[src/rtl/rx_ctrl.sv]
// Receive-side capture/streamer: a trig captures N consecutive ADC words into an elastic
// first-word-fall-through FIFO and streams them out as one AXI-stream packet.
module rx_ctrl #(
  parameter int unsigned FIFO_AW = 4,
  parameter int unsigned CNT_W   = 16
) (
  input  logic             clk_i,
  input  logic             rstn_i,
  input  logic             trig_i,
  input  logic [CNT_W-1:0] rxsmps_i,
  input  logic [31:0]      adc_data_i,
  output logic [31:0]      m_tdata_o,
  output logic             m_tvalid_o,
  input  logic             m_tready_i,
  output logic             m_tlast_o,
  output logic             busy_o,
  output logic             ovf_o
);

  localparam int unsigned Depth = 1 << FIFO_AW;
  localparam logic [FIFO_AW:0] OccOne = {{FIFO_AW{1'b0}}, 1'b1};

  typedef enum logic [1:0] {StIdle, StCapt, StDrain} state_e;

  state_e           state_q;
  logic [CNT_W-1:0] n_q, cnt_q;
  logic             ovf_q, last_lost_q;
  logic [FIFO_AW:0] wr_ptr_q, rd_ptr_q;
  logic [32:0]      mem_q [Depth];

  logic [FIFO_AW:0] occ;
  logic             empty, full, pop, push, drop, is_last;
  logic [32:0]      head;

  assign occ     = wr_ptr_q - rd_ptr_q;
  assign empty   = (occ == '0);
  assign full    = occ[FIFO_AW];
  assign pop     = !empty && m_tready_i;
  assign is_last = (cnt_q == n_q - 1'b1);
  // A pop in the same cycle frees the slot, so a full FIFO still accepts the word.
  assign push    = (state_q == StCapt) && (!full || pop);
  assign drop    = (state_q == StCapt) && full && !pop;
  assign head    = mem_q[rd_ptr_q[FIFO_AW-1:0]];

  always_ff @(posedge clk_i or negedge rstn_i) begin
    if (!rstn_i) begin
      state_q     <= StIdle;
      n_q         <= '0;
      cnt_q       <= '0;
      ovf_q       <= 1'b0;
      last_lost_q <= 1'b0;
      wr_ptr_q    <= '0;
      rd_ptr_q    <= '0;
    end else begin
      if (push) wr_ptr_q <= wr_ptr_q + 1'b1;
      if (pop)  rd_ptr_q <= rd_ptr_q + 1'b1;
      unique case (state_q)
        StIdle: begin
          if (trig_i && (rxsmps_i != '0)) begin
            n_q         <= rxsmps_i;
            cnt_q       <= '0;
            ovf_q       <= 1'b0;
            last_lost_q <= 1'b0;
            state_q     <= StCapt;
          end
        end
        StCapt: begin
          cnt_q <= cnt_q + 1'b1;
          if (drop) begin
            ovf_q <= 1'b1;
            if (is_last) last_lost_q <= 1'b1;
          end
          if (is_last) state_q <= StDrain;
        end
        StDrain: begin
          if (empty || (pop && (occ == OccOne))) state_q <= StIdle;
        end
        default: state_q <= StIdle;
      endcase
    end
  end

  always_ff @(posedge clk_i) begin
    if (push) mem_q[wr_ptr_q[FIFO_AW-1:0]] <= {is_last, adc_data_i};
  end

  // With the final word dropped, the tail entry left in the FIFO closes the packet.
  assign m_tvalid_o = !empty;
  assign m_tdata_o  = empty ? 32'd0 : head[31:0];
  assign m_tlast_o  = !empty && (head[32] || (last_lost_q && (occ == OccOne)));
  assign busy_o     = (state_q != StIdle);
  assign ovf_o      = ovf_q;

endmodule

[config.mk]
export PLATFORM = sky130hd
export DESIGN_NAME = rx_ctrl
export DESIGN_NICKNAME = d
export VERILOG_FILES = /design/src/rtl/rx_ctrl.sv
export SDC_FILE = /design/constraint.sdc
export NUM_CORES = 1
export LEC_CHECK = 0
export CAP_MARGIN = 10
export CORE_ASPECT_RATIO = 1.2
export CORE_MARGIN = 1.5
export CORE_UTILIZATION = 58
export CTS_CLUSTER_SIZE = 40
export DETAILED_ROUTE_END_ITERATION = 12
export HOLD_SLACK_MARGIN = 0.12
export PLACE_DENSITY = 0.73
export SYNTH_ARGS = -nofsm -noshare
export SYNTH_HDL_FRONTEND = slang
export SYNTH_SLANG_ARGS = --single-unit
[constraint.sdc]
create_clock -name clk_i -period 7.3 [get_ports clk_i]
set_input_delay 1.46 -clock clk_i [delete_from_list [all_inputs] [get_ports clk_i]]
set_output_delay 1.46 -clock clk_i [all_outputs]
set_load 0.005 [all_outputs]
==> results of run 1 <==
## layout make-up
| cell class | instances | area, um^2 |
|---|---|---|
| antenna | 1 | 2.50 |
| multi-input combinational | 448 | 5720 |
| fill | 2461 | 12700 |
| inverter | 14 | 52.6 |
| clock buffer | 68 | 1400 |
| tap | 526 | 658 |
| sequential | 574 | 17000 |
| clock inverter | 31 | 235 |
| timing repair buffer | 112 | 1090 |
## Yosys cell counts, types with 8 or more instances
library cell    n
edfxtp_1      528
mux4_2        165
dfrtp_1        46
clkbuf_1       38
nor2b_1        35
nor2_1         32
o21ai_0        30
nand2_1        24
xnor2_1        20
mux2_2         16
inv_1          13
ha_1           11
buf_1          10
nor3_1         10
a21oi_1         9
nand3_1         9
a31oi_1         8
nand2b_1        8
nand4_1         8
## layout by cell type (no fill, tap or decap), types with 9 or more instances in the layout
master           instances
buf_4                   21
nor2_4                  11
clkdlybuf4s50_1         86
nor2_1                  21
ha_1                    11
clkinv_1                14
dfrtp_1                 43
edfxtp_1               528
clkbuf_1                14
nand3_1                  9
xnor2_1                 20
inv_1                   12
nor2b_1                 35
clkbuf_16               54
nand2_1                 24
o21ai_0                 30
mux4_2                 165
clkinv_2                 9
a21oi_1                  9
mux2_2                  16
## report_power, final
part           internal, mW  switching, mW  total, mW
clock network          1.46           1.16       2.62
logic                  1.79           1.62       3.40
registers              4.21          0.266       4.48
total                  7.46           3.04       10.5
## registers in the layout, summed over array words and instances (netlist names)
register	count
state_q	2
ovf_o	1
n_q	16
mem_q	528
wr_ptr_q	5
rd_ptr_q	5
cnt_q	16
last_lost_q	1
## kinds of logic after synthesis
group	Yosys count
buffers and inverters	69
muxes	185
xor gates and xnor gates	27
and+or+nand+nor	159
DFF	574
adders and majority gates	12
AOI/OAI and AO/OA	65
## metrics by stage
stage,power (mW),utilization
finish,10.5,0.674
floorplan,6.57,-
global placement,7.91,0.631
CTS,10.6,0.674
detailed placement,7.99,0.631
global route,11.0,0.674
## how the worst max path moves through the flow
stage                 from       endpoint  slack (ps)  cells past startpoint
2_1_floorplan  rd_ptr_q[1]    mem_q[3][0]        1620                     12
3_3_place_gp   rd_ptr_q[1]   m_tdata_o[0]        2170                      5
3_5_place_dp   rd_ptr_q[1]  m_tdata_o[21]        2140                      9
4_1_cts        rd_ptr_q[1]  m_tdata_o[21]        1530                      9
5_1_grt        rd_ptr_q[1]  m_tdata_o[21]        1320                      9
6_report       rd_ptr_q[1]  m_tdata_o[21]        1560                      9
## layer usage
metal	wire (um)	vias to the layer above	global-route usage
met2	24300	371	0.412
met5	13	-	0
li1	-	4747	-
met3	2740	79	0.0385
met1	18800	5860	0.324
met4	1130	2	0.0760
## critical path: cells and delay by family (launching register included)
family,cells,cell delay (ps)
simple gates,1,130
compound gates,3,850
flops,1,1040
fa+ha+maj,1,480
xor+xnor,1,160
buf+inv,3,1010
==> run summary, run 1 <==
status: completed
largest net degree at the start of global routing: 110
hold slack: 489 ps
Reg-to-Reg End: mem_q[1][1]
Hold Vio Cnt, Final: 0
CTS buffer count: 54
Clock Skew: 17.1 ps
Synth area leaders: edfxtp_1, mux4_2, dfrtp_1
Tot GR Track Use: 0.241
syn nets: 1,155
Hold/Removal Path Class: reg -> reg
synthesized-area fraction occupied by adder cells: 0.00689
Starting Density: 0.589
Power Density: 401 mW/mm^2
PnR worst setup slack: 1560 ps
Setup Fix Bufs, Post-CTS: 0
RePlAce Congestion: 0.820
CTS tree: done
syn avg cell area: 21.0 um^2
arrival time at the worst endpoint: 4280 ps
setup repair after global routing missed its margin: false
crit path kind: reg -> out
post-CTS resize count: 0
post-synthesis mux area share: 0.172
drt total wl: 47.0 mm
most area-hungry cell type in the Yosys netlist: edfxtp_1
Setup TNS Final: 0 ps
largest family of logic cells by synthesized area: multiplexers
clock tree buffer depth: 3
Iter 0 DRT Violations: 1,231
H-Tree Depth: 2
Layout Cells excl Fill: 1,774
CP endpoint kind: output pin
post-detail-place hpwl: 24.5 mm
worst stage delay on the critical path: 1040 ps
Avg WL per Cell: 26.5 um
clk slew on worst S/H paths: 60 ps
Lkg Pwr: 8.45 nW
IO Pins: 88
Yosys reg bits: 574
row cnt: 79
number of port buffers: 87
first-pass GRT wire length: 71.0 mm
area share of the largest cell type after synthesis: 0.693
hold_sp: wr_ptr_q[4]
Synth Flop Type: edfxtp_1
Post-Syn Instances: 1,091
Post-Synth XOR/XNOR Area: 0.0103
post-place instance area: 0.0245 mm^2
clk sinks: 574
DIE WIDTH: 184 um
Startpoint Class: register
initial antenna violation count: 2
R2R Path Start: rd_ptr_q[1]
core footprint: 0.0388 mm^2
Synth Cell Area: 0.0229 mm^2
Placed Instances: 1,673
crit path time final: 5740 ps
# DRC: 0
die area: 0.0407 mm^2
Die Span Y: 221 um
pre-CTS WS: 2140 ps
Crit-path slowest cell: dfrtp_4
CP max FO: 64
register area share after synthesis: 0.743
final setup vio count: 0
hold depth: 1
via count of the first global-routing pass: 11,500
YS warnings: 0
simple-gate portion of the synthesized area: 0.0387
Worst Hold Endpoint: wr_ptr_q[4]
complex-gate fraction of the synthesized area: 0.0171
EDFF count, synth: 528
Peak VDD IR: 337 uV
FMAX: 174 MHz
worst slew pin tran: 1240 ps
DR vias/cell: 6.23
GRT overflow: 0
Post-synth ARST share: 0.0801
Worst slew margin: 0.167
post-synth cell types: 50
critical path required time: 5840 ps
fin crit share: 0.787
NumNets Final: 1,268
Final ANT Viol Nets: 0
register-to-register setup slack: 2530 ps
cts hold-fix bufs: 0
layout cells sized above 1: 0.245
crit-path cells: inv_1, fa_1, a21o_1, a21oi_1, xnor2_1, a2111oi_2, buf_4, nor2b_1, clkdlybuf4s50_1
Max Cap Viol: 0
CTS Root Cell: clkbuf_16
R2R depth: 9
Layout area overhead: 14.4%
Clk Latency, worst-skew pair: 580 ps
Vias: 11,100
Initial DRT Pass Iterations: 6
Max Transition Viols Final: 0
Final Cell Area: 0.0262 mm^2
No activity file was read; power rests on OpenSTA's default activity.
==> inputs of run 2 (changes only) <==
Clock period 7.3 ns to 5.39 ns, I/O delays scaled along.
==> run 2 against run 1 <==
Global-route usage up 0.056 points. Non-clock buffer count rose by 13. Wire length grew 0.36%. Worst setup slack worse by 930 ps. Largest cell class unchanged. Combinational power increased by 42%. Flip-flop and latch count is the same. Register-to-register slack lost 1300 ps. Sequential share of layout area fell by 0.44 points. Critical endpoint is now m_tdata_o[3]. First-iteration DRC count shrank 11%. Clock power rose by 39%. Core utilization rose by 0.45 points.
==> run summary, run 2 (synthesized netlist as in run 1, its figures left out) <==
number of port buffers: 87
Initial DRT Pass Iterations: 5
Flop pwr share: 0.411
Max Cap Viol: 0
arrival time at the worst endpoint: 3680 ps
CTS Root Cell: clkbuf_16
row cnt: 79
Power Density: 546 mW/mm^2
Layout area overhead: 15.1%
FMAX: 210 MHz
Sw Pwr: 4.16 mW
die area: 0.0407 mm^2
Hold/Removal Path Class: reg -> reg
Clock Skew: 22.1 ps
critical path required time: 4310 ps
RePlAce Congestion: 0.877
via count of the first global-routing pass: 11,400
Setup TNS Final: 0 ps
crit path time final: 4760 ps
Lkg Pwr: 8.57 nW
largest net degree at the start of global routing: 136
CTS buffer count: 54
layout cells sized above 1: 0.261
Hold Vio Cnt, Final: 0
Worst Hold Endpoint: wr_ptr_q[4]
# DRC: 0
H-Tree Depth: 2
Peak VDD IR: 473 uV
initial antenna violation count: 2
setup repair after global routing missed its margin: false
DIE WIDTH: 184 um
core footprint: 0.0388 mm^2
clock tree buffer depth: 3
fill count: 2,419
first-pass GRT wire length: 70.5 mm
Die Span Y: 221 um
hold_sp: wr_ptr_q[4]
cts hold-fix bufs: 0
Tot GR Track Use: 0.242
Startpoint Class: register
Multi-input gate area: 0.00574 mm^2
Max Transition Viols Final: 0
NumNets Final: 1,281
combinational share of power: 0.336
register area: 0.0170 mm^2
Starting Density: 0.589
Final ANT Viol Nets: 0
clk sinks: 574
Reg-to-Reg End: mem_q[12][31]
CP endpoint kind: output pin
Vias: 11,100
Iter 0 DRT Violations: 1,095
clock share of power: 0.253
worst slew pin tran: 1070 ps
R2R Path Start: wr_ptr_q[0]
clk slew on worst S/H paths: 60 ps
register-to-register setup slack: 1250 ps
CTS tree: done
Avg WL per Cell: 26.4 um
Worst slew margin: 0.290
crit path kind: reg -> out
most common cell after layout, fill and taps aside: edfxtp_1
most frequent cells in the layout: edfxtp_1, mux4_2, clkdlybuf4s50_1
CP max FO: 19
status: completed
GRT overflow: 0
Cell Int Power: 10.2 mW
hold depth: 1
R2R depth: 11
Setup crit start: wr_ptr_q[0]
Final Core Density: 0.678
drt total wl: 47.2 mm
Largest register FFs: 528
Clk Latency, worst-skew pair: 580 ps
DR vias/cell: 6.20
post-detail-place hpwl: 26.3 mm
IO Pins: 88
final setup vio count: 0
fin crit share: 0.883
Net Sw Frac: 0.290
Final Total Pwr: 14.4 mW
Setup Fix Bufs, Post-CTS: 0
post-CTS resize count: 0
==> run 2: cell types whose count changed in the layout (fill, tap and decap cells not counted), moves of 2 or more <==
cell,before,now
clkinv_1,14,11
clkinvlp_4,3,5
nor3_4,0,4
nor3_2,4,0
clkbuf_1,14,6
buf_4,21,35
clkinv_2,9,14
==> run 2: how the worst max path moves through the flow <==
stage / end / slack (ps) / depth (start not counted)
2_1_floorplan: mem_q[7][0] / 590 / 12
4_1_cts: m_tdata_o[3] / 570 / 11
3_5_place_dp: m_tdata_o[3] / 1200 / 11
5_1_grt: m_tdata_o[17] / 340 / 11
3_3_place_gp: mem_q[13][2] / 1290 / 11
6_report: m_tdata_o[3] / 630 / 11
==> run 2: per-stage QoR <==
stage | setup slack, ps | cells | cell area (um^2) | hold slack (ps)
2_1_floorplan | 588 | 1091 | 22900 | 465
3_3_place_gp | 1290 | 1687 | 24700 | 483
3_5_place_dp | 1200 | 1687 | 24700 | 483
4_1_cts | 571 | 1785 | 26400 | 496
5_1_grt | 339 | 1786 | 26400 | 524
6_report | 630 | 1786 | 26400 | 498
==> run 2: cell type report <==
type                       instances  area share
sequential                       574       0.646
clock inverter                    37      0.0113
multi-input combinational        448       0.218
clock buffer                      61      0.0531
timing repair buffer             125      0.0451
tap                              526      0.0250
inverter                          14     0.00199
antenna                            1   0.0000950
==> run 2: critical path, cell delays in order (launching register included) <==
cell             delay (ps)
dfrtp_1                 410
inv_1                   160
ha_1                    190
inv_1                    50
fa_1                    400
a21o_1                  200
a21oi_1                 240
xnor2_1                 140
a2111oi_2               390
buf_4                   360
nor2b_1                 100
clkdlybuf4s50_1         450
==> run 2: power by group through the flow <==
stage               Sequential, mW  Clock [mW]  Combinational (mW)
finish                        5.92        3.63                4.83
CTS                           5.92        3.70                4.93
detailed placement            6.00           0                4.90
global route                  5.97        3.86                5.16
floorplan                     5.91           0                2.99
global placement              5.95           0                4.87
==> run 2: per-layer routing <==
layer / routed length [um] / GRT usage / vias to the layer above / share of wire
li1: - / - / 4760 / -
met1: 18300 / 0.324 / 5795 / 0.39
met2: 24600 / 0.412 / 436 / 0.52
met3: 3040 / 0.0388 / 84 / 0.064
met4: 1260 / 0.0790 / 2 / 0.027
met5: 13 / 0 / - / 0.00028
